## config.mk

```make
export PLATFORM = sky130hd
export DESIGN_NAME = instruction_fetch
export DESIGN_NICKNAME = d
export VERILOG_FILES = /design/src/rtl/instruction_fetch.sv
export SDC_FILE = /design/constraint.sdc
export NUM_CORES = 1
export LEC_CHECK = 0
export CORE_MARGIN = 2
export CORE_UTILIZATION = 50
export CTS_BUF_LIST = sky130_fd_sc_hd__clkbuf_4 sky130_fd_sc_hd__clkbuf_8
export DETAILED_ROUTE_END_ITERATION = 8
export GPL_TIMING_DRIVEN = 0
export PLACE_DENSITY = 0.81
export RECOVER_POWER = 25
export SETUP_SLACK_MARGIN = 0.1
export SLEW_MARGIN = 0
export SYNTH_ARGS = -nofsm -noshare
export SYNTH_HDL_FRONTEND = slang
export SYNTH_SLANG_ARGS = --single-unit
```

## constraint.sdc

```tcl
create_clock -name clk -period 2.3 [get_ports clk]
set_input_delay 0.46 -clock clk [delete_from_list [all_inputs] [get_ports clk]]
set_output_delay 0.46 -clock clk [all_outputs]
set_load 0.1 [all_outputs]
```

## src/rtl/instruction_fetch.sv

```systemverilog
// Fetch stage: reads instruction words at the bank's PC over a req/ack handshake and
// queues {pc, word} pairs in a small prefetch FIFO for the decoder.
module instruction_fetch #(
  parameter int FIFO_DEPTH = 2
) (
  input  logic        clk,
  input  logic        rst_n,
  input  logic [31:0] pc_read,
  output logic        pc_increment,
  input  logic        flush,
  output logic        mem_req,
  output logic [31:0] mem_addr,
  input  logic        mem_ack,
  input  logic [31:0] mem_rdata,
  output logic        instr_valid,
  output logic [31:0] instr_out,
  output logic [31:0] instr_pc,
  input  logic        instr_ready
);

  localparam int PW = $clog2(FIFO_DEPTH);
  localparam int CW = PW + 1;
  localparam logic [CW-1:0] FULL_COUNT = CW'(FIFO_DEPTH);

  localparam logic [1:0] IDLE   = 2'd0;
  localparam logic [1:0] REQ    = 2'd1;
  localparam logic [1:0] SETTLE = 2'd2;
  localparam logic [1:0] DRAIN  = 2'd3;

  logic [1:0]    state_r;
  logic [1:0]    state_nxt_s;
  logic          mem_req_r;
  logic [31:0]   mem_addr_r;
  logic          pc_inc_r;
  logic [CW-1:0] count_r;
  logic [PW-1:0] wr_ptr_r;
  logic [PW-1:0] rd_ptr_r;
  logic [31:0]   data_mem_r [FIFO_DEPTH];
  logic [31:0]   pc_mem_r   [FIFO_DEPTH];

  logic issue_s;
  logic push_s;
  logic pop_s;
  logic pc_low_unused_s;

  // Issue is gated by occupancy sampled in IDLE, so a push can never find the FIFO full.
  assign issue_s = (state_r == IDLE) && !flush && (count_r < FULL_COUNT);
  assign push_s  = (state_r == REQ) && mem_ack && !flush;
  assign pop_s   = (count_r != '0) && instr_ready && !flush;
  assign pc_low_unused_s = ^pc_read[1:0];

  // Next-state logic for the fetch sequencer.
  always_comb begin
    state_nxt_s = state_r;
    case (state_r)
      IDLE: begin
        if (flush) begin
          state_nxt_s = SETTLE;
        end else if (issue_s) begin
          state_nxt_s = REQ;
        end else begin
          state_nxt_s = IDLE;
        end
      end
      REQ: begin
        if (mem_ack) begin
          state_nxt_s = SETTLE;
        end else if (flush) begin
          state_nxt_s = DRAIN;
        end else begin
          state_nxt_s = REQ;
        end
      end
      SETTLE: begin
        if (flush) begin
          state_nxt_s = SETTLE;
        end else begin
          state_nxt_s = IDLE;
        end
      end
      DRAIN: begin
        if (mem_ack) begin
          state_nxt_s = SETTLE;
        end else begin
          state_nxt_s = DRAIN;
        end
      end
      default: state_nxt_s = SETTLE;
    endcase
  end

  // Sequencer state and registered memory-side outputs.
  always_ff @(posedge clk or negedge rst_n) begin
    if (!rst_n) begin
      state_r    <= SETTLE;
      mem_req_r  <= 1'b0;
      mem_addr_r <= 32'h0000_0000;
      pc_inc_r   <= 1'b0;
    end else begin
      state_r   <= state_nxt_s;
      mem_req_r <= (state_nxt_s == REQ) || (state_nxt_s == DRAIN);
      if (issue_s) begin
        mem_addr_r <= {pc_read[31:2], 2'b00};
      end
      pc_inc_r <= push_s;
    end
  end

  // FIFO pointers and occupancy; flush wins over push/pop.
  always_ff @(posedge clk or negedge rst_n) begin
    if (!rst_n) begin
      wr_ptr_r <= '0;
      rd_ptr_r <= '0;
      count_r  <= '0;
    end else if (flush) begin
      wr_ptr_r <= '0;
      rd_ptr_r <= '0;
      count_r  <= '0;
    end else begin
      if (push_s) begin
        wr_ptr_r <= wr_ptr_r + PW'(1);
      end
      if (pop_s) begin
        rd_ptr_r <= rd_ptr_r + PW'(1);
      end
      if (push_s && !pop_s) begin
        count_r <= count_r + CW'(1);
      end else if (!push_s && pop_s) begin
        count_r <= count_r - CW'(1);
      end
    end
  end

  // FIFO storage of fetched words and their fetch addresses.
  always_ff @(posedge clk or negedge rst_n) begin
    if (!rst_n) begin
      for (int i = 0; i < FIFO_DEPTH; i++) begin
        data_mem_r[i] <= 32'h0000_0000;
        pc_mem_r[i]   <= 32'h0000_0000;
      end
    end else if (push_s) begin
      data_mem_r[wr_ptr_r] <= mem_rdata;
      pc_mem_r[wr_ptr_r]   <= mem_addr_r;
    end
  end

  // A PC rewrite in the same cycle must not also see an increment.
  assign pc_increment = pc_inc_r & ~flush;
  assign mem_req      = mem_req_r;
  assign mem_addr     = mem_addr_r;
  assign instr_valid  = (count_r != '0);
  assign instr_out    = data_mem_r[rd_ptr_r];
  assign instr_pc     = pc_mem_r[rd_ptr_r];

endmodule

```

# After elaboration in Yosys (flattened, before gate mapping)
# Cells that the tools add are included.
[word_totals]
regBits = 166
output_inout_bits = 99
[classes]
add_sub_neg = 4
order_cmp = 4
eq_ne = 5
muxes = 24
n_bitwise = 4
reduce_logical = 18
[op_table]
columns = ["op", "n"]
rows = [
  ["$mux W32", 7],
  ["$bwmux W64", 2],
  ["$demux W32 S1", 1],
  ["$mux W2", 7],
  ["$logic_and A1 B1 Y1", 9],
  ["$pmux W2 S4", 1],
  ["$eq A2 B2 Y1 const B", 3],
  ["$mux W1", 6],
  ["$reduce_bool A2 Y1", 3],
  ["$eq A2 B1 Y1 const B", 2],
  ["$ge A2 B2 Y1 const B", 2],
  ["$not A1 Y2", 2],
  ["$logic_not A1 Y1", 3],
  ["$reduce_bool A3 Y1", 1],
  ["$add A1 B1 Y1 const B", 2],
  ["$add A2 B1 Y2 const B", 1],
  ["$logic_not A2 Y1", 1],
  ["$lt A2 B1 Y1 const B", 1],
  ["$lt A2 B2 Y1 const B", 1],
  ["$sub A2 B1 Y2 const B", 1],
  ["$and A1 B1 Y1", 1],
  ["$logic_or A1 B1 Y1", 1],
  ["$not A1 Y1", 1],
]

# Depth between registers and ports, before layout
[logic_depth]
depth_word = 8
ltp_mapped = 5

# Worst setup path after synthesis
# Ideal clock, no wire load.
[synth_path]
path_kind = "input-to-output"
startpoint = "in flush"
endpoint = "out pc_increment"
arrival_time_ns = 1.968
setup_slack_ns = -0.128
path_stages = 2
path_buffers = 1
cell_sequence = "buf_2 nor2b_1"
[synth_between]
elab_chain_cells = 2
[synth_lines]
columns = ["element", "line_no", "source"]
rows = [
  ["from (decl)", "10", "input logic flush,"],
  ["$not A1 Y1", "148", "assign pc_increment = pc_inc_r & ~flush;"],
  ["$and A1 B1 Y1", "148", ""],
  ["to (decl)", "9", "output logic pc_increment,"],
]
# No other way between the ends.

# Worst setup path after layout
[layout_path]
startpoint = "reg rd_ptr_r"
endpoint = "out instr_pc[20]"
[layout_between]
elab_chain_cells = 4
[layout_lines]
columns = ["element", "line_no", "source"]
rows = [
  ["from (decl)", "37", "logic [PW-1:0] rd_ptr_r;"],
  ["from (signal assigned)", "124", "rd_ptr_r <= rd_ptr_r + PW'(1);"],
  ["$not A1 Y2 (implied by the code)", "153", "assign instr_pc = pc_mem_r[rd_ptr_r];"],
  ["$mux W32 (implied by the code) (3 in series)", "153", ""],
  ["to (decl)", "17", "output logic [31:0] instr_pc,"],
]
# No other way between the ends. The select of a mux whose other input is x is not followed.

==> results.toml <==
[clock_network]
tritoncts = "done"
clkLatencyLatePin_ps = 460
cts.sink_count = 161
cts_root_buf = "clkbuf_8"
ctsHoldBuffers = 0
h-tree-depth = 4
clockBufferDepth = 2
path_clk_slew_ps = 90
numCtsBuffers = 17

[yosys]
syn-cell-area_um2 = 6889
ys_types = 27
yosysWarnings = 0
netlist_instances = 430
avgSynthCellArea_um2 = 16.02
synth_top_cell_by_area = "dfrtp_1"
synth_seq_cells = 161
synth_area_leaders = "dfrtp_1 (58%), mux2_2 (34%), buf_6 (2.0%), mux2_1 (1.1%), mux2_4 (1.1%)"
yosysSeqAreaShare_pct = 58.50
synth.top_cell.area_share_pct = 58.12

[grt]
grt_max_degree = 86
grt_pass1_vias = 4686
grt-ovfl-total = 0
track_usage_pct = 21.33
grt_pass1_wl_mm = 23.81
antenna_found_initial = 0

[layout]
final_nets = 687
final_common_cell = "mux2_2"
diodes = 0
drive_above_1_share_pct = 59.43
area_growth_pct = 35.34
final_cell_mix = "mux2_2 (204), dfrtp_1 (158), buf_6 (70)"

[drt]
viasPerCell = 5.224
drc = 0
first_pass_iters = 4
met2WireLength_mm = 7.803
wl_met3_um = 726
vias = 4216
wl_met1_mm = 6.057
totalWireLength_mm = 14.97
post_drt_wl_per_cell_um = 18.55
top_layer = "met4"
ant_nets = 0
drt_iter0_drc = 148

[placement]
placement.io_buffers = 160
dpl.hpwl_mm = 10.12
place.gp.congestion = 0.7440

[floorplan]
start_util_pct = 51.61
die_y_um = 121.4
core-area_um2 = 13350
fp.dieW_um = 121.4
die-area_um2 = 14730
row_count = 42
pin_count = 168

[timing]
post-route-min-period_ps = 2157
fin_setup_tns_ps = 0
slew_headroom_pct = 31.49
fin_crit_sh_pct = 93.76
fin_skew_ps = 8.365
hold_viol = 0
fmax_mhz = 463.7
worst_pin_slew_ps = 1028
slew_viol_final = 0
grt_setup_unrepaired = "true"
setup_violations = 0

[critical_path]
crit_fanout = 10
cp-start-kind = "flip-flop"
timing.critical_path.to_type = "primary output"
critPathKind = "reg2out"
critPathRequiredTime_ps = 1840
cp.arrival_ps = 1700

[worst_hold_path]
hold_class = "in2async"

[job]
maxCapViolCount = 0

[status]
status = "completed"
worst max-delay path, cell delays in order, from the launching register on:
cell     delay, ps
dfrtp_2        390
buf_6          150
buf_12         150
mux2_2         360
buf_6          190
synth_stat cells, drive strengths merged:
cell,count
dfrtp,160
xor2,2
or2,1
and4bb,1
a21o,1
nor3,2
a21boi,1
dfstp,1
clkbuf,1
nand2,1
mux2,217
conb,1
nand2b,3
nor4,1
a2111oi,1
buf,26
nor2,2
o21ai,3
inv,2
nand3b,1
nor2b,2
layer usage:
| metal | up-vias | global-route usage (%) |
|---|---|---|
| met5 | - | 0 |
| met4 | 0 | 9.483 |
| met3 | 27 | 5.686 |
| met2 | 107 | 37.01 |
| met1 | 2176 | 24.75 |
| li1 | 1906 | - |
final cells by class:
| cell class | count | area (um^2) |
|---|---|---|
| repair buffers | 167 | 1677 |
| well taps | 176 | 220.2 |
| clock buffers | 22 | 290.3 |
| inverters | 2 | 7.507 |
| clock inverters | 10 | 156.4 |
| multi-input cells | 243 | 2654 |
| plain buffers | 26 | 286.5 |
| fillers | 936 | 4024 |
| flip-flops and latches | 161 | 4033 |
registers in the layout, summed over array words and instances (netlist names):
signal / flops
count_r: 2
data_mem_r: 64
mem_addr: 30
pc_inc_r: 1
pc_mem_r: 60
rd_ptr_r: 1
state_r: 2
wr_ptr_r: 1
kinds of logic after synthesis:
| logic type | after synthesis | synth area share [%] |
|---|---|---|
| mux | 217 | 35.74 |
| flops | 161 | 58.50 |
| buf+inv | 29 | 3.233 |
| simple gates | 14 | 1.653 |
| compound gates | 6 | 0.5631 |
| xor+xnor | 2 | 0.2543 |
| other cells | 1 | 0.05443 |
repair_timing:
item	in CTS	in global routing
endpoints found under the setup margin	95	68
buffers inserted	5	0
gates cloned	1	0
gates resized for setup	515	38
endpoints found under the hold margin	0	0
stage by stage:
step,cells,worst slack (ps),hold WS (ps),utilization [%],cell area [um^2]
after floorplan,433,330.3,164.4,-,6904
after global placement,769,-5937,462.5,65.37,8726
after detailed placement,770,-1046,476.0,65.59,8755
after CTS,807,96.68,70.37,70.11,9358
after global routing,807,67.34,98.57,69.85,9324
final,807,143.5,45.60,69.85,9324
worst paths after layout:
kind                       slack, ps             end  cells after the start           start
max                              140    instr_pc[20]                      4        rd_ptr_r
min                               50    pc_mem_r[38]                      1           rst_n
max reg2reg                      320    mem_addr[28]                      3      state_r[0]
min reg2reg                      490  data_mem_r[34]                      1  data_mem_r[34]
max in group asynchronous        680  data_mem_r[13]                      2           rst_n
min in group clk                 310        rd_ptr_r                      2           flush
Power is not shown: default switching activity piles up to over one toggle a cycle in this logic, so the estimate is an artifact.
